`config.mk`:
```
export PLATFORM = sky130hd
export DESIGN_NAME = ex_mul_unit_flat
export DESIGN_NICKNAME = d
export VERILOG_FILES = /design/src/rtl/ex_mul_pkg.sv /design/src/rtl/ex_mul_unit_if.sv /design/src/rtl/mul_shift_add_core.sv /design/src/rtl/ex_mul_unit.sv /design/src/flat_wrapper.sv
export SDC_FILE = /design/constraint.sdc
export NUM_CORES = 1
export LEC_CHECK = 0
export CAP_MARGIN = 5
export CORE_MARGIN = 2
export CORE_UTILIZATION = 30
export DETAILED_ROUTE_END_ITERATION = 10
export GPL_ROUTABILITY_DRIVEN = 1
export HOLD_SLACK_MARGIN = 0.15
export SYNTH_ARGS = -nofsm -noshare
export SYNTH_HDL_FRONTEND = slang
export SYNTH_SLANG_ARGS = --single-unit
```
`constraint.sdc`:
```
create_clock -name clk -period 10.1 [get_ports clk]
set_input_delay 2.525 -clock clk [delete_from_list [all_inputs] [get_ports clk]]
set_output_delay 2.525 -clock clk [all_outputs]
set_load 0.02 [all_outputs]
```
`src/rtl/ex_mul_pkg.sv`:
```
// Shared types and constants for the iterative RV32M multiplier in the EX stage.
package ex_mul_pkg;

   localparam int XLEN              = 32;
   localparam int ITER_BITS_DEFAULT = 1;
   localparam int MUL_ITERS         = XLEN / ITER_BITS_DEFAULT;

   typedef enum logic [1:0] {
      MUL    = 2'b00,
      MULH   = 2'b01,
      MULHSU = 2'b10,
      MULHU  = 2'b11
   } mul_op_e;

   typedef enum logic [1:0] {
      IDLE,
      BUSY,
      DONE
   } mul_state_e;

   function automatic int mul_iters(input int iter_bits);
      return XLEN / iter_bits;
   endfunction

   // Two's-complement magnitude of a value whose sign bit is being honoured.
   function automatic logic [XLEN-1:0] abs_if(input logic [XLEN-1:0] v, input logic neg);
      return neg ? (~v + 1'b1) : v;
   endfunction

endpackage

```
`src/rtl/ex_mul_unit_if.sv`:
```
// EX-stage multiplier bundle: pipeline side is master, multiplier unit is slave.
interface ex_mul_unit_if;
   import ex_mul_pkg::*;

   logic            flush;
   logic            ID_EX_is_mul;
   logic [2:0]      ID_EX_funct3;
   logic [XLEN-1:0] RS1_Data;
   logic [XLEN-1:0] RS2_Data;
   logic            mul_finish;
   logic            mul_busy;
   logic [XLEN-1:0] mul_result;

   modport master (
      output flush, ID_EX_is_mul, ID_EX_funct3, RS1_Data, RS2_Data,
      input  mul_finish, mul_busy, mul_result
   );

   modport slave (
      input  flush, ID_EX_is_mul, ID_EX_funct3, RS1_Data, RS2_Data,
      output mul_finish, mul_busy, mul_result
   );

endinterface

```
`src/rtl/mul_shift_add_core.sv`:
```
// Unsigned shift-add datapath: 64-bit accumulator, retiring ITER_BITS multiplier bits per step.
// MUL_EARLY_OUT_EN enables the early_done flag when the remaining multiplier bits are zero.
module mul_shift_add_core
   import ex_mul_pkg::*;
#(
   parameter int ITER_BITS = 1
)
(
   input  logic              clk,
   input  logic              rst,
   input  logic              clear,
   input  logic              load,
   input  logic              step,
   input  logic [XLEN-1:0]   mcand_in,
   input  logic [XLEN-1:0]   mplier_in,
   output logic [2*XLEN-1:0] acc_next,
   output logic              early_done
);

   logic [2*XLEN-1:0] acc;
   logic [2*XLEN-1:0] mcand;
   logic [XLEN-1:0]   mplier;

   // acc_next is the accumulator after this step, so the top can capture the final product on the last step.
   always_comb begin
      acc_next = acc;
      for (int k = 0; k < ITER_BITS; k++) begin
         if (mplier[k]) begin
            acc_next = acc_next + (mcand << k);
         end
      end
   end

`ifdef MUL_EARLY_OUT_EN
   assign early_done = ((mplier >> ITER_BITS) == '0);
`else
   assign early_done = 1'b0;
`endif

   always_ff @(posedge clk or negedge rst) begin
      if (!rst) begin
         acc    <= '0;
         mcand  <= '0;
         mplier <= '0;
      end else if (clear) begin
         acc    <= '0;
         mcand  <= '0;
         mplier <= '0;
      end else if (load) begin
         acc    <= '0;
         mcand  <= {{XLEN{1'b0}}, mcand_in};
         mplier <= mplier_in;
      end else if (step) begin
         acc    <= acc_next;
         mcand  <= mcand << ITER_BITS;
         mplier <= mplier >> ITER_BITS;
      end
   end

endmodule

```
`src/rtl/ex_mul_unit.sv`:
```
// Iterative RV32M multiplier (MUL/MULH/MULHSU/MULHU) that stalls the pipeline until its result is ready.
// Optional MUL_EARLY_OUT_EN ends BUSY as soon as the remaining multiplier bits are zero.
module ex_mul_unit
   import ex_mul_pkg::*;
#(
   parameter int ITER_BITS = 1
)
(
   input  logic        clk,
   input  logic        rst,
   ex_mul_unit_if.slave bus
);

   localparam int ITERS = mul_iters(ITER_BITS);
   localparam int CW    = $clog2(ITERS);
   localparam logic [CW-1:0] LAST = CW'(ITERS - 1);

   mul_state_e        state;
   logic [CW-1:0]     count;
   mul_op_e           op_q;
   logic              prod_neg;
   logic [XLEN-1:0]   mul_result_q;
   logic              busy_q;

   mul_op_e           op_in;
   logic              sign_a;
   logic              sign_b;
   logic              accept;
   logic              last_step;
   logic              early_done;
   logic [2*XLEN-1:0] acc_next;
   logic [2*XLEN-1:0] signed_prod;
   logic [XLEN-1:0]   result_sel;

   assign op_in  = mul_op_e'(bus.ID_EX_funct3[1:0]);
   assign sign_a = bus.RS1_Data[XLEN-1] && (op_in == MULH || op_in == MULHSU);
   assign sign_b = bus.RS2_Data[XLEN-1] && (op_in == MULH);
   assign accept = (state == IDLE) && bus.ID_EX_is_mul && !bus.flush;

   assign last_step = (state == BUSY) && ((count == LAST) || early_done);

   assign signed_prod = prod_neg ? (~acc_next + 64'd1) : acc_next;
   assign result_sel  = (op_q == MUL) ? signed_prod[XLEN-1:0] : signed_prod[2*XLEN-1:XLEN];

   mul_shift_add_core #(.ITER_BITS(ITER_BITS)) u_core (
      .clk        (clk),
      .rst        (rst),
      .clear      (bus.flush),
      .load       (accept),
      .step       (state == BUSY),
      .mcand_in   (abs_if(bus.RS1_Data, sign_a)),
      .mplier_in  (abs_if(bus.RS2_Data, sign_b)),
      .acc_next   (acc_next),
      .early_done (early_done)
   );

   // The result is captured on the final BUSY edge so it is stable for the whole DONE cycle.
   always_ff @(posedge clk or negedge rst) begin
      if (!rst) begin
         state        <= IDLE;
         count        <= '0;
         op_q         <= MUL;
         prod_neg     <= 1'b0;
         mul_result_q <= '0;
         busy_q       <= 1'b0;
      end else if (bus.flush) begin
         state  <= IDLE;
         count  <= '0;
         busy_q <= 1'b0;
      end else begin
         unique case (state)
            IDLE: begin
               if (bus.ID_EX_is_mul) begin
                  state    <= BUSY;
                  count    <= '0;
                  op_q     <= op_in;
                  prod_neg <= sign_a ^ sign_b;
                  busy_q   <= 1'b1;
               end
            end
            BUSY: begin
               if (last_step) begin
                  state        <= DONE;
                  busy_q       <= 1'b0;
                  mul_result_q <= result_sel;
               end else begin
                  count <= count + 1'b1;
               end
            end
            DONE: begin
               state <= IDLE;
               count <= '0;
            end
            default: begin
               state  <= IDLE;
               busy_q <= 1'b0;
            end
         endcase
      end
   end

   assign bus.mul_finish = bus.flush ||
                           !(((state == IDLE) && bus.ID_EX_is_mul) || (state == BUSY));
   assign bus.mul_busy   = busy_q;
   assign bus.mul_result = mul_result_q;

endmodule

```
`src/flat_wrapper.sv`:
```
// flat-port wrapper written by rule: the top's interface ports become plain ports
module ex_mul_unit_flat import ex_mul_pkg::*;
#(
   parameter int ITER_BITS = 1
)
  (clk, rst, bus_flush, bus_ID_EX_is_mul, bus_ID_EX_funct3, bus_RS1_Data, bus_RS2_Data, bus_mul_finish, bus_mul_busy, bus_mul_result);
  ex_mul_unit_if bus_i ();
  input  logic clk;
  input  logic rst;
  input wire logic [$bits(bus_i.flush)-1:0] bus_flush;
  input wire logic [$bits(bus_i.ID_EX_is_mul)-1:0] bus_ID_EX_is_mul;
  input wire logic [$bits(bus_i.ID_EX_funct3)-1:0] bus_ID_EX_funct3;
  input wire logic [$bits(bus_i.RS1_Data)-1:0] bus_RS1_Data;
  input wire logic [$bits(bus_i.RS2_Data)-1:0] bus_RS2_Data;
  output wire logic [$bits(bus_i.mul_finish)-1:0] bus_mul_finish;
  output wire logic [$bits(bus_i.mul_busy)-1:0] bus_mul_busy;
  output wire logic [$bits(bus_i.mul_result)-1:0] bus_mul_result;
  assign bus_i.flush = bus_flush;
  assign bus_i.ID_EX_is_mul = bus_ID_EX_is_mul;
  assign bus_i.ID_EX_funct3 = bus_ID_EX_funct3;
  assign bus_i.RS1_Data = bus_RS1_Data;
  assign bus_i.RS2_Data = bus_RS2_Data;
  assign bus_mul_finish = bus_i.mul_finish;
  assign bus_mul_busy = bus_i.mul_busy;
  assign bus_mul_result = bus_i.mul_result;
  ex_mul_unit #(.ITER_BITS(ITER_BITS)) u_core (.clk(clk), .rst(rst), .bus(bus_i));
endmodule
```
# Word-level counts from Yosys, hierarchy flattened

Index checks and enable logic that the tools add are counted.

$add $sub $neg: 5
Bitwise gates (word level): 5
Shifts and indexed selects: 0
Equal/unequal tests: 9
$mul: 0
Reductions and logical operators: 19
Mux-type cells: 26
Div/mod/pow operators: 0
Order comparisons: 0

Operators with widths:

| operator                | count |
|---|---|
| $mux W64                | 8 |
| $mux W32                | 6 |
| $add A32 B1 Y32 const B | 2 |
| $add A64 B1 Y64 const B | 1 |
| $add A64 B64 Y64        | 1 |
| $not A32 Y32            | 2 |
| $not A64 Y64            | 1 |
| $mux W5                 | 3 |
| $pmux W5 S3             | 1 |
| $reduce_and A3 Y1       | 4 |
| $mux W2                 | 3 |
| $ne A3 B3 Y1 const B    | 2 |
| $add A5 B1 Y5 const B   | 1 |
| $eq A5 B5 Y1 const B    | 1 |
| $logic_and A1 B1 Y1     | 5 |
| $eq A2 B1 Y1 const B    | 2 |
| $eq A2 B2 Y1 const B    | 2 |
| $logic_not A2 Y1        | 2 |
| $pmux W2 S2             | 1 |
| $reduce_bool A4 Y1      | 1 |
| $logic_or A1 B1 Y1      | 3 |
| $mux W1                 | 3 |
| $ne A3 B2 Y1 const B    | 1 |
| $pmux W1 S3             | 1 |
| 6 further kinds         | 7 |

Memory bits (writable): 0
Word-level logic and storage cells: 73
Memories: 0
Bits of input ports: 71
ROM bits: 0
Bits in latches: 0
Register bits after elaboration: 203

# Longest topological paths before layout

Gate-level depths: netlist of run 1.

Depth after elaboration: 6
Gate-level depth with buffers: 19
Gate-level depth less buffers: 16

# Modules after synthesis

From an unflattened synthesis of run 1, not the netlist that was laid out.

Cells, all modules: 2003
Area total of the unflattened synthesis: 16457.0 sq um

Modules (own cells, without submodules):

| module             | instances | cells an instance | seq. area each (sq um) | area an instance (sq um) |
|---|---|---|---|---|
| mul_shift_add_core | 1         | 1363              | 4003.8                 | 11594.9 |
| ex_mul_unit        | 1         | 640               | 1076.0                 | 4862.2 |

# Worst setup path before layout of run 1

OpenSTA, ideal clock, no wires.

Kind: in2out
Start point: in bus_flush
End point: out bus_mul_finish
Arrival: 3.744 ns
Path buffers: 3
Path slack: 3.831 ns
Stages: 5
Data required time: 7.575 ns
Path through: clkbuf_1 -> nor2_1 -> clkbuf_1 -> buf_1 -> nor2_1

Cells in the longest elaborated chain, start to end: 1

Ends and longest elaborated chain:

| element            | line               | source |
|---|---|---|
| start, declared    | flat_wrapper.sv:10 | `input wire logic [$bits(bus_i.flush)-1:0] bus_flush;` |
| $logic_or A1 B1 Y1 | ex_mul_unit.sv:102 | `assign bus.mul_finish = bus.flush \|\|` |
| end, declared      | flat_wrapper.sv:15 | `output wire logic [$bits(bus_i.mul_finish)-1:0] bus_mul_finish;` |

Every way passes these cells.

# Final worst setup path of run 1

Same ends and word-level chain as after synthesis.

==> results.cfg, run 1 <==
[run_status]
outcome = finished clean

[worst_setup_path]
critical_path_arrival_ns = 4.86
critPathRequiredTime_ns = 7.58
cpLargestDelayFamily = buffers and inverters
maximum_fanout_count_along_the_critical_path = 33
timing.critical_path.from_type = input pin
max_stage_delay_ns = 0.70
endpoint_kind = output pin
cp_num_buf_inv = 2
reg2reg_depth = 14
setup.reg_to_reg.worst_slack_ns = 4.11
cp_cell_sequence = clkdlybuf4s50_1, nor2_4, nor2_1, clkdlybuf4s50_1
crit_type = input pin to output pin
worst_path_most_repeated_cell = clkdlybuf4s50_1
cp_slowest_cell = nor2_4
path_depth = 4

[clock_tree]
tritoncts = yes
ctsHtreeMaxLevel = 1
ctsResizeCount = 0
cts_setup_buffers = 0
clock_tree.buffer_depth = 3
cts_made_buffers = 26
ctsHoldBuffers = 0
clk_pin_slew_ns = 0.06
total_number_of_clock_tree_sinks = 203
clk-insertion-delay-late_ns = 0.56
cts.root.buffer_cell = clkbuf_16

[routing]
m1WireLength_mm = 27.41
detail_route.iter0.violations = 1399
number_of_vias_per_cell_after_detailed_routing = 5.838
routed_wirelength_mm = 60.21
drcViolationCount = 0
wire_per_inst_um = 21.05
dr.pass1.iters = 8
dr_total_vias = 16700
routed-wl-met3_mm = 3.720
route.antenna.remaining_nets = 0
highest_routing_layer_actually_used = met4
met2_layer_wire_length_in_the_routed_design_mm = 27.34

[placed_design]
detailed_place_hpwl_mm = 45.34
portBuffers = 103
place.gp.congestion = 0.9427
placed_cell_area_um2 = 18230

[pwr]
vdd_drop_max_uv = 111.9
power.static_leakage_nw = 7.708
internal-power_mw = 1.617
clock_power_share = 0.406
power_density_nw_per_um2 = 126.2
report.power.total_mw = 2.413
power.sequential.fraction = 0.361
net-switching-power_uw = 796.4
switching_share = 0.3300
comb_pwr_share = 0.233

[floorplanning]
floorplan.core_area_um2 = 54880
die_h_um = 239.3
io_pins = 105
rows = 86
fp.dieW_um = 239.3
initial_core_util = 0.3027
floorplan.die_area_um2 = 57260

[worst_hold_path]
holdCritPathClass = register to register
hold_path_depth = 2

[timing]
max_slew_headroom = 0.2255
finalHoldWorstSlack_ns = 0.4829
timing.final.crit_period_ns = 7.388
final_max_slew_viol_count = 0
final-setup-viol-count = 0
rsz0062_at_grt = no
max_clock_freq_ghz = 0.1353
fin_crit_sh = 0.7315
count_of_final_hold_check_violations = 0
fin_skew_ns = 0.01166
timing_worst_slew_pin_value_ns = 1.162
setup-tns-final_ns = 0

[synth]
synth_seq_area_share = 0.3058
yosys.cell_types.count = 88
count_of_flip_flops_with_a_built_in_enable_after_synthesis = 0
post_synthesis_average_cell_area_um2 = 7.876
netlist_area_um2 = 16610
netlist.area_leader.share = 0.3058
synth_largest_area_cell = dfrtp_1
postSynth.asyncResetShare = 1.000
synth_ff_type = dfrtp_1
postSynthRegisterBits = 203
yosysWarningCount = 0
postSynthNetCount = 2250
synthesis.instances = 2109
ys_top_cells_by_area = dfrtp_1 (31%), o21ai_0 (7.2%), nand2_1 (5.6%)

[finish]
final_util = 0.3484
diodes = 0
finish.instance_area_um2 = 19120
layout-drive-gt1-share = 0.05146
final_net_count = 2280
seqCellArea_um2 = 5084
area_growth_syn_to_layout_pct = 15.10
area_used_by_multi_input_combinational_logic_um2 = 10900
nFillCells = 5767

[grt]
grt_total_ovfl = 0
global_route_wire_length_before_repair_mm = 92.35
grt_max_degree = 85
via_count_of_the_first_global_routing_pass = 15660
grt_use_total = 0.2048
antenna_violations_before_repair = 0

[job]
max_cap_violations = 0
[cell type report]
| class | instances | area share |
|---|---|---|
| inverter | 42 | 0.008247 |
| clock buffer | 38 | 0.04117 |
| clock inverter | 8 | 0.005105 |
| sequential | 203 | 0.2659 |
| multi-input combinational | 1740 | 0.5703 |
| tap | 704 | 0.04608 |
| timing repair buffer | 126 | 0.06322 |
[final timing paths]
| kind | from | to |
|---|---|---|
| setup reg to reg | u_core.u_core.mcand[2] | u_core.bus.mul_result[18] |
| hold reg to reg | u_core.bus.mul_result[0] | u_core.bus.mul_result[0] |
| hold / removal | u_core.bus.mul_result[0] | u_core.bus.mul_result[0] |
| min in group asynchronous | rst | u_core.u_core.acc[51] |
| max in group asynchronous | rst | u_core.u_core.mplier[0] |
| setup / recovery | bus_flush | bus_mul_finish |
[flip-flops by register name (all words and copies together), names as in the netlist]
signal and cells:
u_core.u_core.mplier 32, u_core.state 2, u_core.u_core.mcand 64, u_core.prod_neg 1
u_core.bus.mul_busy 1, u_core.op_q 2, u_core.bus.mul_result 32, u_core.u_core.acc 64
u_core.count 5
[power groups by stage]
stage          Sequential, mW  Clock, mW  Combinational (mW)
2_1_floorplan           0.871          0               0.371
3_3_place_gp            0.885          0               0.546
3_5_place_dp            0.886          0               0.550
4_1_cts                 0.871      0.996               0.552
5_1_grt                 0.875       1.03               0.607
6_report                0.872      0.979               0.562
[routing by layer]
layer / global-route usage / vias to the layer above
met1: 0.2847 / 8069
met3: 0.02777 / 81
met4: 0.06117 / 0
li1: - / 8008
met2: 0.3296 / 544
met5: 0 / -
[cells by family (layout without fill, tap and decap cells)]
logic type      after synthesis  in the layout  synth area share
compound gates              786            786            0.3095
xor+xnor                    101            101           0.05326
fa+ha+maj                    70             70           0.05318
buf+inv                     166            214           0.03925
flops                       203            203            0.3058
mux                          27             27           0.01687
simple gates                756            756            0.2221
[layout by cell type (no fill, tap or decap), drive strengths merged, types with 19 or more instances in the layout]
cell type / count
nand4: 42
a22oi: 64
nor2b: 27
inv: 42
nand2: 250
nor3: 51
a31oi: 30
ha: 69
a211oi: 20
nor4: 24
dfrtp: 203
clkbuf: 38
a21o: 22
nor2: 174
a22o: 52
buf: 24
xor2: 32
mux2i: 19
a21oi: 172
or3: 28
and2: 20
o21ai: 245
o31ai: 21
nand3: 49
xnor2: 69
clkdlybuf4s50: 102
[worst reg2reg max path: stages (launching register included)]
cell       delay (ns)
dfrtp_1          0.42
ha_1             0.35
o211ai_1         0.35
o211ai_1         0.31
a21oi_1          0.66
o21ai_0          0.32
or3_1            0.37
a31oi_1          0.70
nand4_1          0.40
nor3_1           0.39
and3_1           0.36
nand4_1          0.36
o21ai_0          0.29
o31ai_1          0.10
a2111oi_0        0.45
[synthesized netlist by cell type, types with 9 or more instances]
master / n
a31oi_1: 29
o21a_1: 11
o21ai_0: 239
and3_1: 16
a21oi_1: 171
a211oi_1: 18
o211ai_1: 18
a22oi_1: 64
o31ai_1: 20
o2111ai_1: 10
nor2_1: 174
nor3_1: 51
mux2i_1: 19
and4_1: 17
dfrtp_1: 203
or3_1: 28
o31a_1: 9
xnor2_1: 69
nand2b_1: 18
xor2_1: 32
o221ai_1: 9
ha_1: 69
inv_1: 42
nand2_1: 250
clkbuf_1: 95
nor4_1: 23
nor2b_1: 26
buf_1: 12
a22o_1: 52
a21o_1: 22
buf_2: 14
nand3_1: 49
o41ai_1: 10
nand4_1: 41
and2_1: 18
[per-stage QoR]
step | setup slack (ns) | std cells
6_report | 2.712 | 2861
5_1_grt | 2.623 | 2861
4_1_cts | 2.747 | 2861
3_5_place_dp | 2.737 | 2815
3_3_place_gp | 2.735 | 2815
2_1_floorplan | 3.831 | 2109
Note: power is estimated with default switching activity, not from simulation.
==> run 2, diff against run 1 <==
==> constraint.sdc (replaced) <==
create_clock -name clk -period 6.56 [get_ports clk]
set_input_delay 1.64 -clock clk [delete_from_list [all_inputs] [get_ports clk]]
set_output_delay 1.64 -clock clk [all_outputs]
set_load 0.02 [all_outputs]
==> run 2 against run 1 <==
  * Non-clock buffer count rose by 8
  * Global-route usage is 0.10 points higher
  * Sequential cell count unchanged
==> results.cfg, run 2 (synthesis results as in run 1) <==
[floorplanning]
rows = 86
die_h_um = 239.3
fp.dieW_um = 239.3
floorplan.die_area_um2 = 57260
floorplan.core_area_um2 = 54880
io_pins = 105
initial_core_util = 0.3027

[worst_setup_path]
crit_start = u_core.u_core.acc[40]
worstReg2RegEnd = u_core.bus.mul_result[28]
setup.reg_to_reg.worst_slack_ns = 0.91
timing.critical_path.from_type = register
critPathRequiredTime_ns = 7.02
endpoint_kind = register
timing.rr.start = u_core.u_core.acc[40]
critical_path_arrival_ns = 6.11
crit_type = register to register
reg2reg_depth = 15
maximum_fanout_count_along_the_critical_path = 9

[timing]
max_slew_headroom = 0.2160
final_max_slew_viol_count = 0
rsz0062_at_grt = no
setup-tns-final_ns = 0
timing.final.crit_period_ns = 5.648
count_of_final_hold_check_violations = 0
fin_skew_ns = 0.01531
timing_worst_slew_pin_value_ns = 1.174
post-route-worst-setup-slack_ns = 0.9116
max_clock_freq_ghz = 0.1770
final-setup-viol-count = 0
fin_crit_sh = 0.8610

[routing]
route.antenna.remaining_nets = 0
routed_wirelength_mm = 60.65
wire_per_inst_um = 21.13
drcViolationCount = 0
detail_route.iter0.violations = 1608
dr_total_vias = 16900
dr.pass1.iters = 6
number_of_vias_per_cell_after_detailed_routing = 5.888

[clock_tree]
clock_tree.buffer_depth = 3
ctsHoldBuffers = 0
clk-insertion-delay-late_ns = 0.57
total_number_of_clock_tree_sinks = 203
cts_setup_buffers = 0
cts_made_buffers = 26
cts.root.buffer_cell = clkbuf_16
tritoncts = yes
ctsHtreeMaxLevel = 1
clk_pin_slew_ns = 0.06
ctsResizeCount = 0

[grt]
grt_use_total = 0.2058
global_route_wire_length_before_repair_mm = 92.95
grt_max_degree = 126
antenna_violations_before_repair = 1
grt_total_ovfl = 0
via_count_of_the_first_global_routing_pass = 15810

[finish]
layout-drive-gt1-share = 0.05355
reg_top3 = u_core.u_core.acc: 64 flops, u_core.u_core.mcand: 64 flops
mostFrequentLayoutCell = nand2_1
layout.cells.most_common_list = nand2_1 (250), o21ai_0 (239), dfrtp_1 (202)
final_net_count = 2288
diodes = 0
area_growth_syn_to_layout_pct = 16.02

[placed_design]
detailed_place_hpwl_mm = 46.02
dpl_worst_slack_ns = 0.9961
portBuffers = 103
place.gp.congestion = 0.9448

[pwr]
internal-power_mw = 2.625
clock_power_share = 0.426
net-switching-power_mw = 1.228
comb_pwr_share = 0.226
power.static_leakage_nw = 7.791
switching_share = 0.3187
power.sequential.fraction = 0.348
power_density_nw_per_um2 = 199.9
vdd_drop_max_uv = 179.5

[worst_hold_path]
hold_path_end = u_core.bus.mul_result[0]
hold_path_depth = 2
holdCritPathClass = register to register
worst_hold_startpoint = u_core.bus.mul_result[0]

[run_status]
outcome = finished clean

[job]
max_cap_violations = 0
==> run 2: final cells by class <==
cell class                      instances  area, um^2
Clock buffer                           36       718.2
Multi-Input combinational cell       1740       10900
Sequential cell                       203        5084
Tap cell                              704       880.8
Inverter                               42       157.7
Fill cell                            5736       35610
Clock inverter                         11       241.5
Timing Repair Buffer                  134        1294
==> run 2: how the worst max path moves through the flow <==
stage	slack, ns	to
2_1_floorplan	1.90	u_core.bus.mul_result[31]
3_3_place_gp	1.0	bus_mul_finish
3_5_place_dp	1.0	bus_mul_finish
4_1_cts	0.99	u_core.bus.mul_result[21]
5_1_grt	0.50	u_core.bus.mul_result[18]
6_report	0.91	u_core.bus.mul_result[28]
==> run 2: power groups by stage <==
stage / Combinational, mW / Sequential [mW] / Clock (mW)
2_1_floorplan: 0.571 / 1.34 / 0
3_3_place_gp: 0.844 / 1.36 / 0
3_5_place_dp: 0.856 / 1.36 / 0
4_1_cts: 0.859 / 1.34 / 1.67
5_1_grt: 0.942 / 1.34 / 1.72
6_report: 0.872 / 1.34 / 1.64
==> run 2: per-stage QoR <==
step | hold WS [ns] | utilization | cell area (um^2) | total power [mW] | std cells
floorplan | 0.4605 | - | 16610 | 1.912 | 2109
global placement | 0.4724 | 0.3337 | 18310 | 2.204 | 2823
detailed placement | 0.4747 | 0.3337 | 18310 | 2.217 | 2823
CTS | 0.4907 | 0.3512 | 19270 | 3.872 | 2870
global route | 0.5148 | 0.3512 | 19270 | 4.005 | 2870
finish | 0.4846 | 0.3512 | 19270 | 3.853 | 2870
==> run 2: routing by layer <==
| layer | GRT usage | up-vias | wire [um] |
|---|---|---|---|
| met1 | 0.2792 | 8173 | 27100 |
| li1 | - | 8029 | - |
| met5 | 0 | - | 0 |
| met3 | 0.03204 | 92 | 4123 |
| met2 | 0.3352 | 605 | 27460 |
| met4 | 0.06439 | 0 | 1963 |
==> run 2: worst max-delay path: stages (launching register included) <==
cell and delay (ns):
dfrtp_1 0.45, ha_1 0.53, nand2_1 0.15, nor4_1 0.80, buf_4 0.26, nand3_1 0.07, a21oi_1 0.33, o311ai_0 0.33
o21ai_0 0.61, xor2_1 0.18, nor3_1 0.34, o21ai_0 0.23, a211o_1 0.42, nor4_1 0.49, mux2i_1 0.14, o31ai_1 0.23
==> run 3, diff against run 2 <==
--- a/config.mk
+++ b/config.mk
@@ -7,10 +7,11 @@
 export LEC_CHECK = 0
 export CAP_MARGIN = 5
 export CORE_MARGIN = 2
-export CORE_UTILIZATION = 30
+export CORE_UTILIZATION = 45
 export DETAILED_ROUTE_END_ITERATION = 10
 export GPL_ROUTABILITY_DRIVEN = 1
 export HOLD_SLACK_MARGIN = 0.15
+export PLACE_DENSITY = 0.66
 export SYNTH_ARGS = -nofsm -noshare
 export SYNTH_HDL_FRONTEND = slang
 export SYNTH_SLANG_ARGS = --single-unit
==> run 3 against run 2 <==
  * Cell count shrank 8.3%
  * Register-to-register slack worse by 0.20 ns
  * First-iteration DRC count is 11% lower
  * Routed wire length is 3.4% lower
  * Combinational power hardly changed
  * Sequential power hardly changed
  * Clock-buffer cell count decreased by 2
  * Non-clock buffer count is 1 lower
  * Maximum frequency decreased by 3.4%
==> results.cfg, run 3 (synthesis results as in run 1) <==
[grt]
grt_use_total = 0.3009
antenna_violations_before_repair = 0
grt_total_ovfl = 0
grt_max_degree = 157
via_count_of_the_first_global_routing_pass = 16130
global_route_wire_length_before_repair_mm = 91.61

[placed_design]
place_inst = 2586
place.gp.congestion = 0.9779
placed_cell_area_um2 = 18010
dpl_worst_slack_ns = 0.8153
portBuffers = 103
detailed_place_hpwl_mm = 44.28

[floorplanning]
floorplan.core_area_um2 = 36520
rows = 70
io_pins = 105
floorplan.die_area_um2 = 38460
die_h_um = 196.1
fp.dieW_um = 196.1
initial_core_util = 0.4548

[finish]
finish.instance_area_um2 = 18870
mostFrequentLayoutCell = nand2_1
diodes = 0
final_net_count = 2286
layout.cells.most_common_list = nand2_1 (250), o21ai_0 (239), dfrtp_1 (202)
area_growth_syn_to_layout_pct = 13.60
area_used_by_multi_input_combinational_logic_um2 = 10900
final_cell_count_no_fill = 2631
reg_top3 = u_core.u_core.acc: 64 flops, u_core.u_core.mcand: 64 flops
layout-drive-gt1-share = 0.05270
seqCellArea_um2 = 5084
nFillCells = 3575

[pwr]
report.power.total_mw = 3.691
vdd_drop_max_uv = 156.8
internal-power_mw = 2.484
clock_power_share = 0.400
net-switching-power_mw = 1.207
power.static_leakage_nw = 7.741
power_density_nw_per_um2 = 195.6
power.sequential.fraction = 0.364
switching_share = 0.3271
comb_pwr_share = 0.237

[routing]
dr.pass1.iters = 5
routed-wl-met3_mm = 3.530
detail_route.iter0.violations = 1427
route.antenna.remaining_nets = 0
drcViolationCount = 0
highest_routing_layer_actually_used = met4
number_of_vias_per_cell_after_detailed_routing = 6.418
met2_layer_wire_length_in_the_routed_design_mm = 26.78
m1WireLength_mm = 25.42
wire_per_inst_um = 22.27
dr_total_vias = 16890
routed_wirelength_mm = 58.58

[clock_tree]
total_number_of_clock_tree_sinks = 203
cts.root.buffer_cell = clkbuf_16
tritoncts = yes
clk-insertion-delay-late_ns = 0.56
ctsResizeCount = 0
clock_tree.buffer_depth = 3
ctsHtreeMaxLevel = 1
cts_made_buffers = 25
cts_setup_buffers = 0
ctsHoldBuffers = 0
clk_pin_slew_ns = 0.06

[worst_setup_path]
crit_type = register to register
setup.reg_to_reg.worst_slack_ns = 0.71
maximum_fanout_count_along_the_critical_path = 10
timing.critical_path.from_type = register
critical_path_arrival_ns = 6.27
critPathRequiredTime_ns = 6.98
endpoint_kind = register

[timing]
setup-tns-final_ns = 0
final-setup-viol-count = 0
post-route-worst-setup-slack_ns = 0.7111
timing_worst_slew_pin_value_ns = 1.243
fin_crit_sh = 0.8916
count_of_final_hold_check_violations = 0
fin_skew_ns = 0.01165
rsz0062_at_grt = no
max_slew_headroom = 0.1636
max_clock_freq_ghz = 0.1710
timing.final.crit_period_ns = 5.849
final_max_slew_viol_count = 0

[worst_hold_path]
holdCritPathClass = register to register

[run_status]
outcome = finished clean

[job]
max_cap_violations = 0
run 3: cell types whose count changed in the layout (fill, tap and decap cells not counted), sizes merged:
cell and change:
clkinv +1, buf -2, inv +1, clkbuf -1, bufinv -3, clkinvlp +1
run 3: path summary, 6_finish.rpt:
check	depth (start not counted)	start	end
worst min-delay path	2	u_core.bus.mul_result[0]	u_core.bus.mul_result[0]
max in group asynchronous	2	rst	u_core.count[0]
min in group asynchronous	1	rst	u_core.u_core.acc[43]
worst max-delay path	14	u_core.u_core.acc[13]	u_core.bus.mul_result[21]
worst max register to register	14	u_core.u_core.acc[13]	u_core.bus.mul_result[21]
worst min register to register	2	u_core.bus.mul_result[0]	u_core.bus.mul_result[0]
run 3: power by group through the flow:
stage | logic (mW) | clock network, mW | registers (mW)
after floorplan | 0.571 | 0 | 1.34
after global placement | 0.849 | 0 | 1.36
after detailed placement | 0.857 | 0 | 1.36
after CTS | 0.860 | 1.51 | 1.34
after global routing | 0.953 | 1.55 | 1.35
final | 0.873 | 1.48 | 1.34
run 3: cell type report:
cell class	instances	area share
Tap cell	468	0.03103
Clock buffer	34	0.03654
Multi-Input combinational cell	1740	0.5774
Sequential cell	203	0.2694
Timing Repair Buffer	133	0.06810
Clock inverter	11	0.009151
Inverter	42	0.008355
run 3: layer usage:
metal  vias to the layer above  GRT usage
met1                      8132     0.3997
met4                         0     0.1386
met2                       605     0.4922
met5                         -          0
met3                       129    0.03490
li1                       8020          -
run 3: metrics by stage:
stage	util	hold slack, ns
2_1_floorplan	-	0.4605
3_3_place_gp	0.4930	0.4680
3_5_place_dp	0.4930	0.4803
4_1_cts	0.5167	0.4926
5_1_grt	0.5167	0.5188
6_report	0.5167	0.4836
run 3: critical path: stages (launching register included):
cell	delay (ns)
dfrtp_1	0.41
ha_1	0.49
nand2_1	0.09
o21ai_0	0.51
o211ai_1	0.18
a21oi_1	0.78
nor2_1	0.17
o311ai_0	0.43
nor4bb_1	0.56
nand4_1	0.18
or4_1	0.63
nor4_2	0.54
o32ai_1	0.15
a221oi_1	0.49
nor2_1	0.10
